===== config.mk =====
export PLATFORM = sky130hd
export DESIGN_NAME = pingpong_stream_buffer_flat
export DESIGN_NICKNAME = d
export VERILOG_FILES = /design/src/rtl/pingpong_stream_buffer_if.sv /design/src/rtl/pingpong_stream_buffer.sv /design/src/flat_wrapper.sv
export SDC_FILE = /design/constraint.sdc
export NUM_CORES = 1
export LEC_CHECK = 0
export ABC_AREA = 0
export CAP_MARGIN = 20
export CORE_ASPECT_RATIO = 0.6
export CORE_MARGIN = 4
export CORE_UTILIZATION = 50
export DETAILED_ROUTE_END_ITERATION = 8
export PLACE_DENSITY = 0.71
export SYNTH_ARGS = -nofsm -noshare
export SYNTH_HDL_FRONTEND = slang
export SYNTH_SLANG_ARGS = --single-unit

===== constraint.sdc =====
create_clock -name clk -period 3.7 [get_ports clk]
set_clock_uncertainty 0.2 [all_clocks]
set_input_delay 0.74 -clock clk [delete_from_list [all_inputs] [get_ports clk]]
set_output_delay 0.74 -clock clk [all_outputs]
set_load 0.01 [all_outputs]

===== src/rtl/pingpong_stream_buffer_if.sv =====
// Stream interface of the ping-pong buffer: producer write port, consumer read port and status.
// The master side drives the producer and consumer inputs; the slave side is the buffer.
interface pingpong_stream_buffer_if #(
    parameter int DATA_W = 8,
    parameter int FCNT_W = 16
);
    logic              wr_valid;
    logic [DATA_W-1:0] wr_data;
    logic              wr_ready;
    logic              rd_en;
    logic              repeat_en;
    logic [DATA_W-1:0] rd_data;
    logic              rd_valid;
    logic              rd_last;
    logic              swap;
    logic              underrun;
    logic [FCNT_W-1:0] frame_cnt;

    modport master (
        output wr_valid, wr_data, rd_en, repeat_en,
        input  wr_ready, rd_data, rd_valid, rd_last, swap, underrun, frame_cnt
    );

    modport slave (
        input  wr_valid, wr_data, rd_en, repeat_en,
        output wr_ready, rd_data, rd_valid, rd_last, swap, underrun, frame_cnt
    );
endinterface


===== src/rtl/pingpong_stream_buffer.sv =====
// Double-buffered frame store: the producer fills one bank while the consumer drains the other,
// and the banks swap as soon as a complete frame meets a free read bank.
module pingpong_stream_buffer #(
    parameter int DATA_W = 8,
    parameter int ADDR_W = 5,
    parameter int FCNT_W = 16
) (
    input  logic                    clk,
    input  logic                    resetn,
    pingpong_stream_buffer_if.slave bus
);
    localparam int DEPTH = 2 ** ADDR_W;
    localparam logic [ADDR_W-1:0] ADDR_LAST = {ADDR_W{1'b1}};
    localparam logic [ADDR_W-1:0] ADDR_ONE  = ADDR_W'(1'b1);
    localparam logic [FCNT_W-1:0] FCNT_ONE  = FCNT_W'(1'b1);

    logic [DATA_W-1:0] mem0_r [DEPTH];
    logic [DATA_W-1:0] mem1_r [DEPTH];

    logic              wr_bank_r;
    logic [ADDR_W-1:0] w_addr_r;
    logic [ADDR_W-1:0] r_addr_r;
    logic              w_full_r;
    logic              r_full_r;
    logic [DATA_W-1:0] rd_data_r;
    logic              rd_valid_r;
    logic              rd_last_r;
    logic              swap_r;
    logic              underrun_r;
    logic [FCNT_W-1:0] frame_cnt_r;

    logic              wacc_s;
    logic              wdone_s;
    logic              racc_s;
    logic              rdone_s;
    logic              do_swap_s;
    logic [DATA_W-1:0] rd_word_s;

    // Accept/done qualifiers and the swap decision for the coming edge.
    always_comb begin
        wacc_s    = bus.wr_valid && !w_full_r;
        wdone_s   = wacc_s && (w_addr_r == ADDR_LAST);
        racc_s    = bus.rd_en && r_full_r;
        rdone_s   = racc_s && (r_addr_r == ADDR_LAST);
        do_swap_s = (w_full_r || wdone_s) && (!r_full_r || rdone_s);
        if (wr_bank_r) begin
            rd_word_s = mem0_r[r_addr_r];
        end else begin
            rd_word_s = mem1_r[r_addr_r];
        end
    end

    // Bank 0 write port.
    always_ff @(posedge clk) begin
        if (wacc_s && !wr_bank_r) begin
            mem0_r[w_addr_r] <= bus.wr_data;
        end
    end

    // Bank 1 write port.
    always_ff @(posedge clk) begin
        if (wacc_s && wr_bank_r) begin
            mem1_r[w_addr_r] <= bus.wr_data;
        end
    end

    // Bank ownership, addressing, frame status and registered read-side outputs.
    always_ff @(posedge clk) begin
        if (!resetn) begin
            wr_bank_r   <= 1'b0;
            w_addr_r    <= '0;
            r_addr_r    <= '0;
            w_full_r    <= 1'b0;
            r_full_r    <= 1'b0;
            rd_data_r   <= '0;
            rd_valid_r  <= 1'b0;
            rd_last_r   <= 1'b0;
            swap_r      <= 1'b0;
            underrun_r  <= 1'b0;
            frame_cnt_r <= '0;
        end else begin
            rd_valid_r <= racc_s;
            rd_last_r  <= rdone_s;
            underrun_r <= bus.rd_en && !r_full_r;
            swap_r     <= do_swap_s;
            if (racc_s) begin
                rd_data_r <= rd_word_s;
                r_addr_r  <= r_addr_r + ADDR_ONE;
            end
            if (wacc_s) begin
                w_addr_r <= w_addr_r + ADDR_ONE;
            end
            if (do_swap_s) begin
                // A swap outranks repeat: fresh data always wins over a replay.
                wr_bank_r   <= ~wr_bank_r;
                w_full_r    <= 1'b0;
                w_addr_r    <= '0;
                r_full_r    <= 1'b1;
                r_addr_r    <= '0;
                frame_cnt_r <= frame_cnt_r + FCNT_ONE;
            end else begin
                w_full_r <= w_full_r || wdone_s;
                if (rdone_s) begin
                    if (bus.repeat_en) begin
                        r_addr_r <= '0;
                    end else begin
                        r_full_r <= 1'b0;
                    end
                end
            end
        end
    end

    assign bus.wr_ready  = !w_full_r;
    assign bus.rd_data   = rd_data_r;
    assign bus.rd_valid  = rd_valid_r;
    assign bus.rd_last   = rd_last_r;
    assign bus.swap      = swap_r;
    assign bus.underrun  = underrun_r;
    assign bus.frame_cnt = frame_cnt_r;
endmodule


===== src/flat_wrapper.sv =====
// flat-port wrapper written by rule: the top's interface ports become plain ports
module pingpong_stream_buffer_flat 
#(
    parameter int DATA_W = 8,
    parameter int ADDR_W = 5,
    parameter int FCNT_W = 16
)
  (clk, resetn, bus_wr_valid, bus_wr_data, bus_rd_en, bus_repeat_en, bus_wr_ready, bus_rd_data, bus_rd_valid, bus_rd_last, bus_swap, bus_underrun, bus_frame_cnt);
  pingpong_stream_buffer_if #(.DATA_W(DATA_W), .FCNT_W(FCNT_W)) bus_i ();
  input  logic clk;
  input  logic resetn;
  input wire logic [$bits(bus_i.wr_valid)-1:0] bus_wr_valid;
  input wire logic [$bits(bus_i.wr_data)-1:0] bus_wr_data;
  input wire logic [$bits(bus_i.rd_en)-1:0] bus_rd_en;
  input wire logic [$bits(bus_i.repeat_en)-1:0] bus_repeat_en;
  output wire logic [$bits(bus_i.wr_ready)-1:0] bus_wr_ready;
  output wire logic [$bits(bus_i.rd_data)-1:0] bus_rd_data;
  output wire logic [$bits(bus_i.rd_valid)-1:0] bus_rd_valid;
  output wire logic [$bits(bus_i.rd_last)-1:0] bus_rd_last;
  output wire logic [$bits(bus_i.swap)-1:0] bus_swap;
  output wire logic [$bits(bus_i.underrun)-1:0] bus_underrun;
  output wire logic [$bits(bus_i.frame_cnt)-1:0] bus_frame_cnt;
  assign bus_i.wr_valid = bus_wr_valid;
  assign bus_i.wr_data = bus_wr_data;
  assign bus_i.rd_en = bus_rd_en;
  assign bus_i.repeat_en = bus_repeat_en;
  assign bus_wr_ready = bus_i.wr_ready;
  assign bus_rd_data = bus_i.rd_data;
  assign bus_rd_valid = bus_i.rd_valid;
  assign bus_rd_last = bus_i.rd_last;
  assign bus_swap = bus_i.swap;
  assign bus_underrun = bus_i.underrun;
  assign bus_frame_cnt = bus_i.frame_cnt;
  pingpong_stream_buffer #(.DATA_W(DATA_W), .ADDR_W(ADDR_W), .FCNT_W(FCNT_W)) u_core (.clk(clk), .resetn(resetn), .bus(bus_i));
endmodule

Yosys cells after proc, flatten, opt, wreduce, memory -nomap -nowiden --
Memory sizes are Yosys's and may differ from the RTL's. A register that Yosys moved wholly into a read port is not among the register bits. Index checks and enable logic that the tools add are counted.
Storage, ports and cells: word-level logic and storage cells 50, bits of input ports 13, bits in registers 41, memory bits (writable) 512, output and inout bits 29, memories 2, bits in latches 0, memory bits (read-only) 0
Operators by class: $mul 0, add/sub/neg operators 3, magnitude comparators 0, multiplexer cells 13, shift-type cells 0, reductions and logical operators 16, bitwise gates (word level) 2, equality and inequality tests 3, div/mod/pow operators 0
Memory list:
- u_core.mem0_r | words 32, width 8, rd ports 1, clocked after Yosys merged registers in 1, wr ports 1, line pingpong_stream_buffer.sv:17 | logic [DATA_W-1:0] mem0_r [DEPTH];
- u_core.mem1_r | words 32, width 8, rd ports 1, clocked after Yosys merged registers in 1, wr ports 1, line pingpong_stream_buffer.sv:18 | logic [DATA_W-1:0] mem1_r [DEPTH];
Operators with widths (number):
- $mux 5 | 5
- $add 16x1->16 const B | 1
- $add 5x1->5 const B | 2
- $eq 5x5->1 const B | 2
- $logic_and 1x1->1 | 8
- $mux 8 | 1
- $mux 1 | 7
- $logic_not 1->1 | 3
- $logic_or 1x1->1 | 2
- $ne 2x1->1 const B | 1
- $not 1->1 | 2
- $reduce_and 2->1 | 1
- $reduce_bool 2->1 | 1
- $reduce_or 2->1 | 1

Longest topological paths before layout --
Gate-level depths: netlist (run 1).
depth in word-level cells 7, gate-level depth with buffers 11, mapped depth without buffers 8

Worst setup path before layout (run 1) --
Ideal clock, no wire load.
path kind reg2reg, start point register u_core.r_addr_r[2], end point register u_core.frame_cnt_r[15], in the netlist u_core.bus.frame_cnt[15], setup time 115 ps, path buffers 4, slack 673 ps, arrival time 2712 ps, cell stages (with the launch flop) 12, period minus slack after synthesis 3027 ps, required time 3385 ps, cell sequence dfxtp_1 > buf_2 > buf_2 > buf_4 > buf_2 > and3_1 > ha_1 > a21boi_0 > nor4_1 > nand3_1 > xnor2_1 > and2_1
On the way: longest elaborated chain between the ends 4
RTL lines:
- from (decl) | line pingpong_stream_buffer.sv:22 | logic [ADDR_W-1:0] r_addr_r;
- from (signal assigned) | line pingpong_stream_buffer.sv:88 | r_addr_r <= r_addr_r + ADDR_ONE;
- $eq 5x5->1 | line pingpong_stream_buffer.sv:44 | rdone_s = racc_s && (r_addr_r == ADDR_LAST);
- $logic_and 1x1->1 | line pingpong_stream_buffer.sv:44
- $logic_or 1x1->1 | line pingpong_stream_buffer.sv:45 | do_swap_s = (w_full_r || wdone_s) && (!r_full_r || rdone_s);
- $logic_and 1x1->1 | line pingpong_stream_buffer.sv:45
- to (signal assigned) | line pingpong_stream_buffer.sv:100 | frame_cnt_r <= frame_cnt_r + FCNT_ONE;
- to (decl) | line pingpong_stream_buffer.sv:30 | logic [FCNT_W-1:0] frame_cnt_r;
No other way between the ends. A chain may end at the register's enable or synchronous reset.

==> reports/qor.yml, run 1 <==
yosys:
  ys_dominant_reg_cell: "edfxtp_1"
  synth_fp_nets: 1146
  synth_cell_types: 56
  ys_ff_latch: 553
  synth_edf_count: 512
  synth.cell_area_sq_mm: 0.0218
  ys_warn_count: 0
  synth_cells: 1125
  avgSynthCellArea_sq_um: 19.4
  synthArstFlopShare_pct: 0
  seq_area_frac_synth_pct: 74.2
worst_setup_path:
  startpoint_type: "register"
  critPathSlowestCell: "mux4_2"
  critical-path-top-delay-family: "multiplexers"
  slowest_delay_ns: 0.54
  crit_required_ns: 3.95
  critPathCaptureType: "register"
  worstSetupPathType: "register to register"
  path_cells: "buf_12 > buf_12 > mux4_2 > mux2i_1 > o21ai_0 > a31oi_1 > a21oi_1"
  crit_fanout: 64
  path_common_cell: "buf_12"
  path_buf_inv: 2
  cp.arrival_ns: 3.15
route:
  viasPerCell: 6.19
  drt_first_iter_violations: 1659
  wire_per_inst_um: 27.8
  ant_nets: 0
  wirelength_um: 51700
  vias: 11500
  drc_errors: 0
  firstDrtPassIters: 5
timing:
  slew_headroom_pct: 44.4
  setup_viol: 0
  max_freq_mhz: 345
  fin_ws_ns: 0.800
  drv_slew: 0
  rsz0062_at_grt: "false"
  min_period_ns: 2.90
  hold_viol: 0
  worst_slew_pin_slew_ns: 0.835
  finalCritPeriodShare_pct: 78.4
  tns_ns: 0
pwr:
  peakVddDrop_mv: 0.447
  p_leak_nw: 7.79
  power_density_mw_per_mm2: 479
  total_power_mw: 11.9
grt:
  gr-usage-met2_pct: 28.9
  grt_overflow_total: 0
  met3_usage_pct: 9.13
  grt_pass1_vias: 11115
  grt_pass1_wl_um: 75700
  antenna_found_initial: 0
  grt_use_total_pct: 21.9
  grt_max_degree: 89
  top_usage_layer: "met1"
  use_met1_pct: 34.6
floorplan:
  coreArea_sq_mm: 0.0425
  dieArea_sq_mm: 0.0472
  num_rows: 58
  initial_utilization_pct: 51.4
  fp.dieH_um: 170
  die_x_um: 278
  io_pins: 42
min_path:
  hp-class: "input pin to register"
clock_network:
  cts_resized: 0
  clockRootBuffer: "clkbuf_16"
  cts_setup_buffers: 0
  numCtsBuffers: 46
  htreeDepth: 2
  ctsHoldBuffers: 0
  clockBufferDepth: 3
  clk_pin_slew_ns: 0.07
  cts_sinks: 553
  clock_latency_ns: 0.58
  cts_tree: "built"
final_layout:
  nNetsFinal: 1274
  post-route-util_pct: 58.5
  area_growth_pct: 13.8
  drive_gt1_share_pct: 21.4
place:
  hpwlAfterDp_um: 32200
  gp_congestion: 0.856
  portBuffers: 41
  dp_slack_ns: 0.692
job:
  cap_violations: 0
outcome:
  status: "completed"
## report_power, final
group,internal [mW],total (mW),switching [mW]
combinational,0.0439,0.198,0.154
clock,2.69,4.85,2.16
sequential,6.84,6.85,0.0102
total,9.57,11.9,2.32
## Yosys cell counts, types with 8 or more instances
cell type	instances	area share (%)
nor4_1	11	0.32
buf_4	12	0.41
xnor2_1	8	0.32
o21ai_0	19	0.44
ha_1	8	0.46
clkbuf_1	21	0.36
dfxtp_1	41	3.8
nor3_1	13	0.30
nor2_1	92	1.6
and2_1	19	0.54
buf_2	16	0.37
nor2b_1	11	0.32
edfxtp_1	512	70
mux4_2	97	10
nand3_1	18	0.41
o22ai_1	12	0.34
xor2_1	10	0.40
nand2_1	18	0.31
and3_1	8	0.23
mux2i_1	52	2.4
a22oi_1	14	0.48
a21oi_1	13	0.30
mux4_1	21	2.5
a22o_1	8	0.32
## layout by cell type (no fill, tap or decap), types with 11 or more instances in the layout
master / n
o21ai_0: 19
nor2b_1: 11
nor4_1: 11
o22ai_1: 12
mux4_1: 21
edfxtp_1: 512
nand2_1: 18
a21oi_1: 13
dfxtp_1: 38
clkbuf_16: 49
clkbuf_1: 11
and2_1: 19
a22oi_1: 14
nand3_1: 18
buf_4: 92
nor2_1: 92
clkdlybuf4s50_1: 33
mux2i_1: 52
nor3_1: 13
mux4_2: 97
## final cells by class
cell class,instances,area (sq um)
multi-input cells,508,5240
flip-flops and latches,553,16200
diodes,1,2.50
inverters,5,18.8
repair buffers,139,1180
fillers,3036,17600
clock buffers,60,1270
clock inverters,22,200
well taps,570,713
## state kept, by name, summed over array words and instances, names as in the netlist
signal	flops
u_core.w_addr_r	5
u_core.mem0_r	256
u_core.bus.swap	1
u_core.r_full_r	1
u_core.bus.rd_data	8
u_core.w_full_r	1
u_core.wr_bank_r	1
u_core.mem1_r	256
u_core.r_addr_r	5
u_core.bus.rd_valid	1
u_core.bus.underrun	1
u_core.bus.frame_cnt	16
u_core.bus.rd_last	1
## worst register-to-register path, delay by kind of cell, from the launching register on
kind / cells / cell delay [ns]
DFF: 1 / 0.39
muxes: 2 / 0.93
buffers and inverters: 2 / 0.75
AOI/OAI and AO/OA: 3 / 0.52
## worst paths after layout
path | startpoint | to | slack [ns] | depth (start not counted)
max | u_core.r_addr_r[0]$_SDFF_PP0_ | u_core.bus.rd_data[2]$_SDFFE_PN0P_ | 0.80 | 7
min | bus_wr_data[4] | u_core.mem1_r[27][4]$_DFFE_PP_ | 0.22 | 1
max reg2reg | u_core.r_addr_r[0]$_SDFF_PP0_ | u_core.bus.rd_data[2]$_SDFFE_PN0P_ | 0.80 | 7
min reg2reg | u_core.r_full_r$_SDFFE_PN0P_ | u_core.bus.underrun$_SDFF_PN0_ | 0.28 | 1
## per-layer routing
layer	wire (um)	vias up
li1	-	4828
met5	0	-
met3	6780	62
met1	22900	6003
met4	667	0
met2	21300	607
## stage by stage
step | hold WS, ns | instances | instance area, sq um
3_5_place_dp | 0.274 | 1775 | 23400
3_3_place_gp | 0.255 | 1775 | 23400
5_1_grt | 0.214 | 1857 | 24800
6_report | 0.222 | 1858 | 24800
4_1_cts | 0.199 | 1857 | 24800
2_1_floorplan | 0.238 | 1125 | 21800
## cells by family after synthesis
family	count (synthesis)	synth area share, %
AOI/OAI and AO/OA	91	2.82
xor gates and xnor gates	18	0.723
adders and majority gates	8	0.459
buffers and inverters	64	1.77
DFF	553	74.2
muxes	171	15.0
and+or+nand+nor	220	5.03
No activity file was read; power rests on OpenSTA's default activity.
==> run 2, diff against run 1 <==
==> constraint.sdc (replaced) <==
create_clock -name clk -period 2.8 [get_ports clk]
set_clock_uncertainty 0.2 [all_clocks]
set_input_delay 0.56 -clock clk [delete_from_list [all_inputs] [get_ports clk]]
set_output_delay 0.56 -clock clk [all_outputs]
set_load 0.01 [all_outputs]
==> run 2 against run 1 <==
Effect of this change: sequential cell count stayed put; utilization is 0.67 points higher; die area stayed put; clock-buffer cell count is 1 higher; clock power is 26% higher; largest power group unchanged; sequential share of layout area is 0.74 points lower; final area is 1.2% higher; critical endpoint is now u_core.bus.rd_data[4]$_SDFFE_PN0P_; maximum frequency is 6.5% higher; worst hold slack better by 0.033 ns; worst setup slack worse by 0.72 ns; total power is 30% higher; first-iteration DRC count is 2.3% higher.
==> reports/qor.yml, run 2 (synthesis gave the netlist of run 1 again) <==
clock_network:
  clockRootBuffer: "clkbuf_16"
  cts_sinks: 553
  clk_pin_slew_ns: 0.07
  clock_latency_ns: 0.57
  numCtsBuffers: 46
  cts_tree: "built"
  cts_setup_buffers: 0
  htreeDepth: 2
  ctsHoldBuffers: 0
  clockBufferDepth: 3
  cts_resized: 0
worst_setup_path:
  path_cells: "buf_12 > buf_4 > mux4_2 > mux2i_1 > o22ai_1 > nor2_1 > a21oi_1"
  critPathCaptureType: "register"
  critPathSlowestCell: "mux4_2"
  reg2reg_slack_ns: 0.08
  cp-endpoint: "u_core.bus.rd_data[4]$_SDFFE_PN0P_"
  reg2reg_to: "u_core.bus.rd_data[4]$_SDFFE_PN0P_"
  slowest_delay_ns: 0.53
  crit_required_ns: 3.05
  worstSetupPathType: "register to register"
  crit_fanout: 27
  startpoint_type: "register"
  reg2reg_from: "u_core.r_addr_r[0]$_SDFF_PP0_"
  setup.worst_path.start: "u_core.r_addr_r[0]$_SDFF_PP0_"
  cp.arrival_ns: 2.97
  r2r.worst_path.cells: 7
floorplan:
  num_rows: 58
  io_pins: 42
  fp.dieH_um: 170
  coreArea_sq_mm: 0.0425
  dieArea_sq_mm: 0.0472
  die_x_um: 278
  initial_utilization_pct: 51.4
final_layout:
  multiInputGateArea_sq_mm: 0.00529
  area_growth_pct: 15.1
  regArea_sq_mm: 0.0162
  antenna_cells: 0
  most-common-layout-cells: "edfxtp_1, buf_4, mux4_2"
  final_common_cell: "edfxtp_1"
  nNetsFinal: 1304
  fillers: 3017
  drive_gt1_share_pct: 23.1
pwr:
  peakVddDrop_mv: 0.525
  p_leak_nw: 7.93
  power_density_mw_per_mm2: 615
grt:
  grt_max_degree: 89
  grt_overflow_total: 0
  grt_use_total_pct: 21.9
  antenna_found_initial: 0
  grt_pass1_vias: 11305
  grt_pass1_wl_um: 76900
route:
  viasPerCell: 6.20
  wirelength_um: 51600
  firstDrtPassIters: 5
  wire_per_inst_um: 27.3
  drt_first_iter_violations: 1697
  drc_errors: 0
  vias: 11697
  ant_nets: 0
timing:
  hold_viol: 0
  worst_slew_pin_slew_ns: 0.837
  tns_ns: 0
  max_freq_mhz: 367
  finalCritPeriodShare_pct: 97.3
  min_period_ns: 2.72
  slew_headroom_pct: 44.1
  drv_slew: 0
  setup_viol: 0
  rsz0062_at_grt: "true"
  holdWs_ns: 0.255
place:
  portBuffers: 41
  gp_congestion: 0.875
  hpwlAfterDp_um: 32800
min_path:
  min_from: "bus_wr_data[0]"
  hp-class: "input pin to register"
outcome:
  status: "completed"
job:
  cap_violations: 0
## run 2: cell types whose count changed in the layout (fill, tap and decap cells not counted), moves of 2 or more
cell,before,now
inv_6,0,2
clkbuf_16,49,46
nor4_1,11,9
bufinv_16,4,2
clkinv_2,10,5
buf_4,92,114
clkbuf_1,11,14
clkinv_1,8,11
buf_12,6,13
mux2i_1,52,50
## run 2: metrics by stage
stage / cell area, sq um / utilization (%) / instances / total power, mW / setup WS (ns)
after floorplan: 21900 / - / 1125 / 9.28 / 0.0171
after global placement: 23700 / 55.8 / 1805 / 9.50 / -0.132
after detailed placement: 23700 / 55.8 / 1805 / 9.51 / -0.0650
after CTS: 25100 / 59.1 / 1888 / 15.5 / 0.0811
after global routing: 25100 / 59.2 / 1888 / 15.9 / -0.0268
final: 25100 / 59.2 / 1888 / 15.4 / 0.0760
## run 2: metal layers
layer  global-route usage, %  vias up  part of all wire, %
li1                        -     4898                    -
met1                    36.5     6057                   45
met2                    29.8      676                   42
met3                    5.31       66                   11
met4                    3.59        0                  1.4
met5                       0        -                    0
## run 2: where the power goes
| group | leakage [nW] | total (mW) | internal (mW) | switching (mW) |
|---|---|---|---|---|
| sequential | 4.94 | 9.04 | 9.03 | 0.0122 |
| clock | 0.676 | 6.10 | 3.26 | 2.85 |
| combinational | 2.31 | 0.288 | 0.0779 | 0.211 |
## run 2: critical path, delay by kind of cell, from the launching register on
family / cells / cell delay, ns
compound gates: 2 / 0.30
buf+inv: 2 / 0.59
flops: 1 / 0.46
mux: 2 / 0.77
simple gates: 1 / 0.25
## run 2: layout make-up
cell class              instances  area share, %
repair buffers                169           5.96
multi-input cells             508           21.1
inverters                       5         0.0747
well taps                     570           2.84
clock inverters                22          0.673
flip-flops and latches        553           64.5
clock buffers                  61           4.85
## run 2: worst min-delay path by stage
stage / to / slack (ns) / cells after the start
after global routing: u_core.mem0_r[12][0]$_DFFE_PP_ / 0.24 / 1
final: u_core.mem0_r[1][0]$_DFFE_PP_ / 0.25 / 1
after global placement: u_core.bus.frame_cnt[6]$_SDFFE_PN0P_ / 0.29 / 2
after floorplan: u_core.bus.underrun$_SDFF_PN0_ / 0.24 / 1
after CTS: u_core.mem0_r[12][0]$_DFFE_PP_ / 0.23 / 1
after detailed placement: u_core.bus.underrun$_SDFF_PN0_ / 0.30 / 1
==> run 3, diff against run 2 <==
--- a/config.mk
+++ b/config.mk
@@ -10,6 +10,7 @@
 export CORE_ASPECT_RATIO = 0.6
 export CORE_MARGIN = 4
 export CORE_UTILIZATION = 50
+export CTS_CLUSTER_DIAMETER = 200
 export DETAILED_ROUTE_END_ITERATION = 8
 export PLACE_DENSITY = 0.71
 export SYNTH_ARGS = -nofsm -noshare
==> results of run 3 <==
Final layout, timing and power as in run 2 (identical DEF).
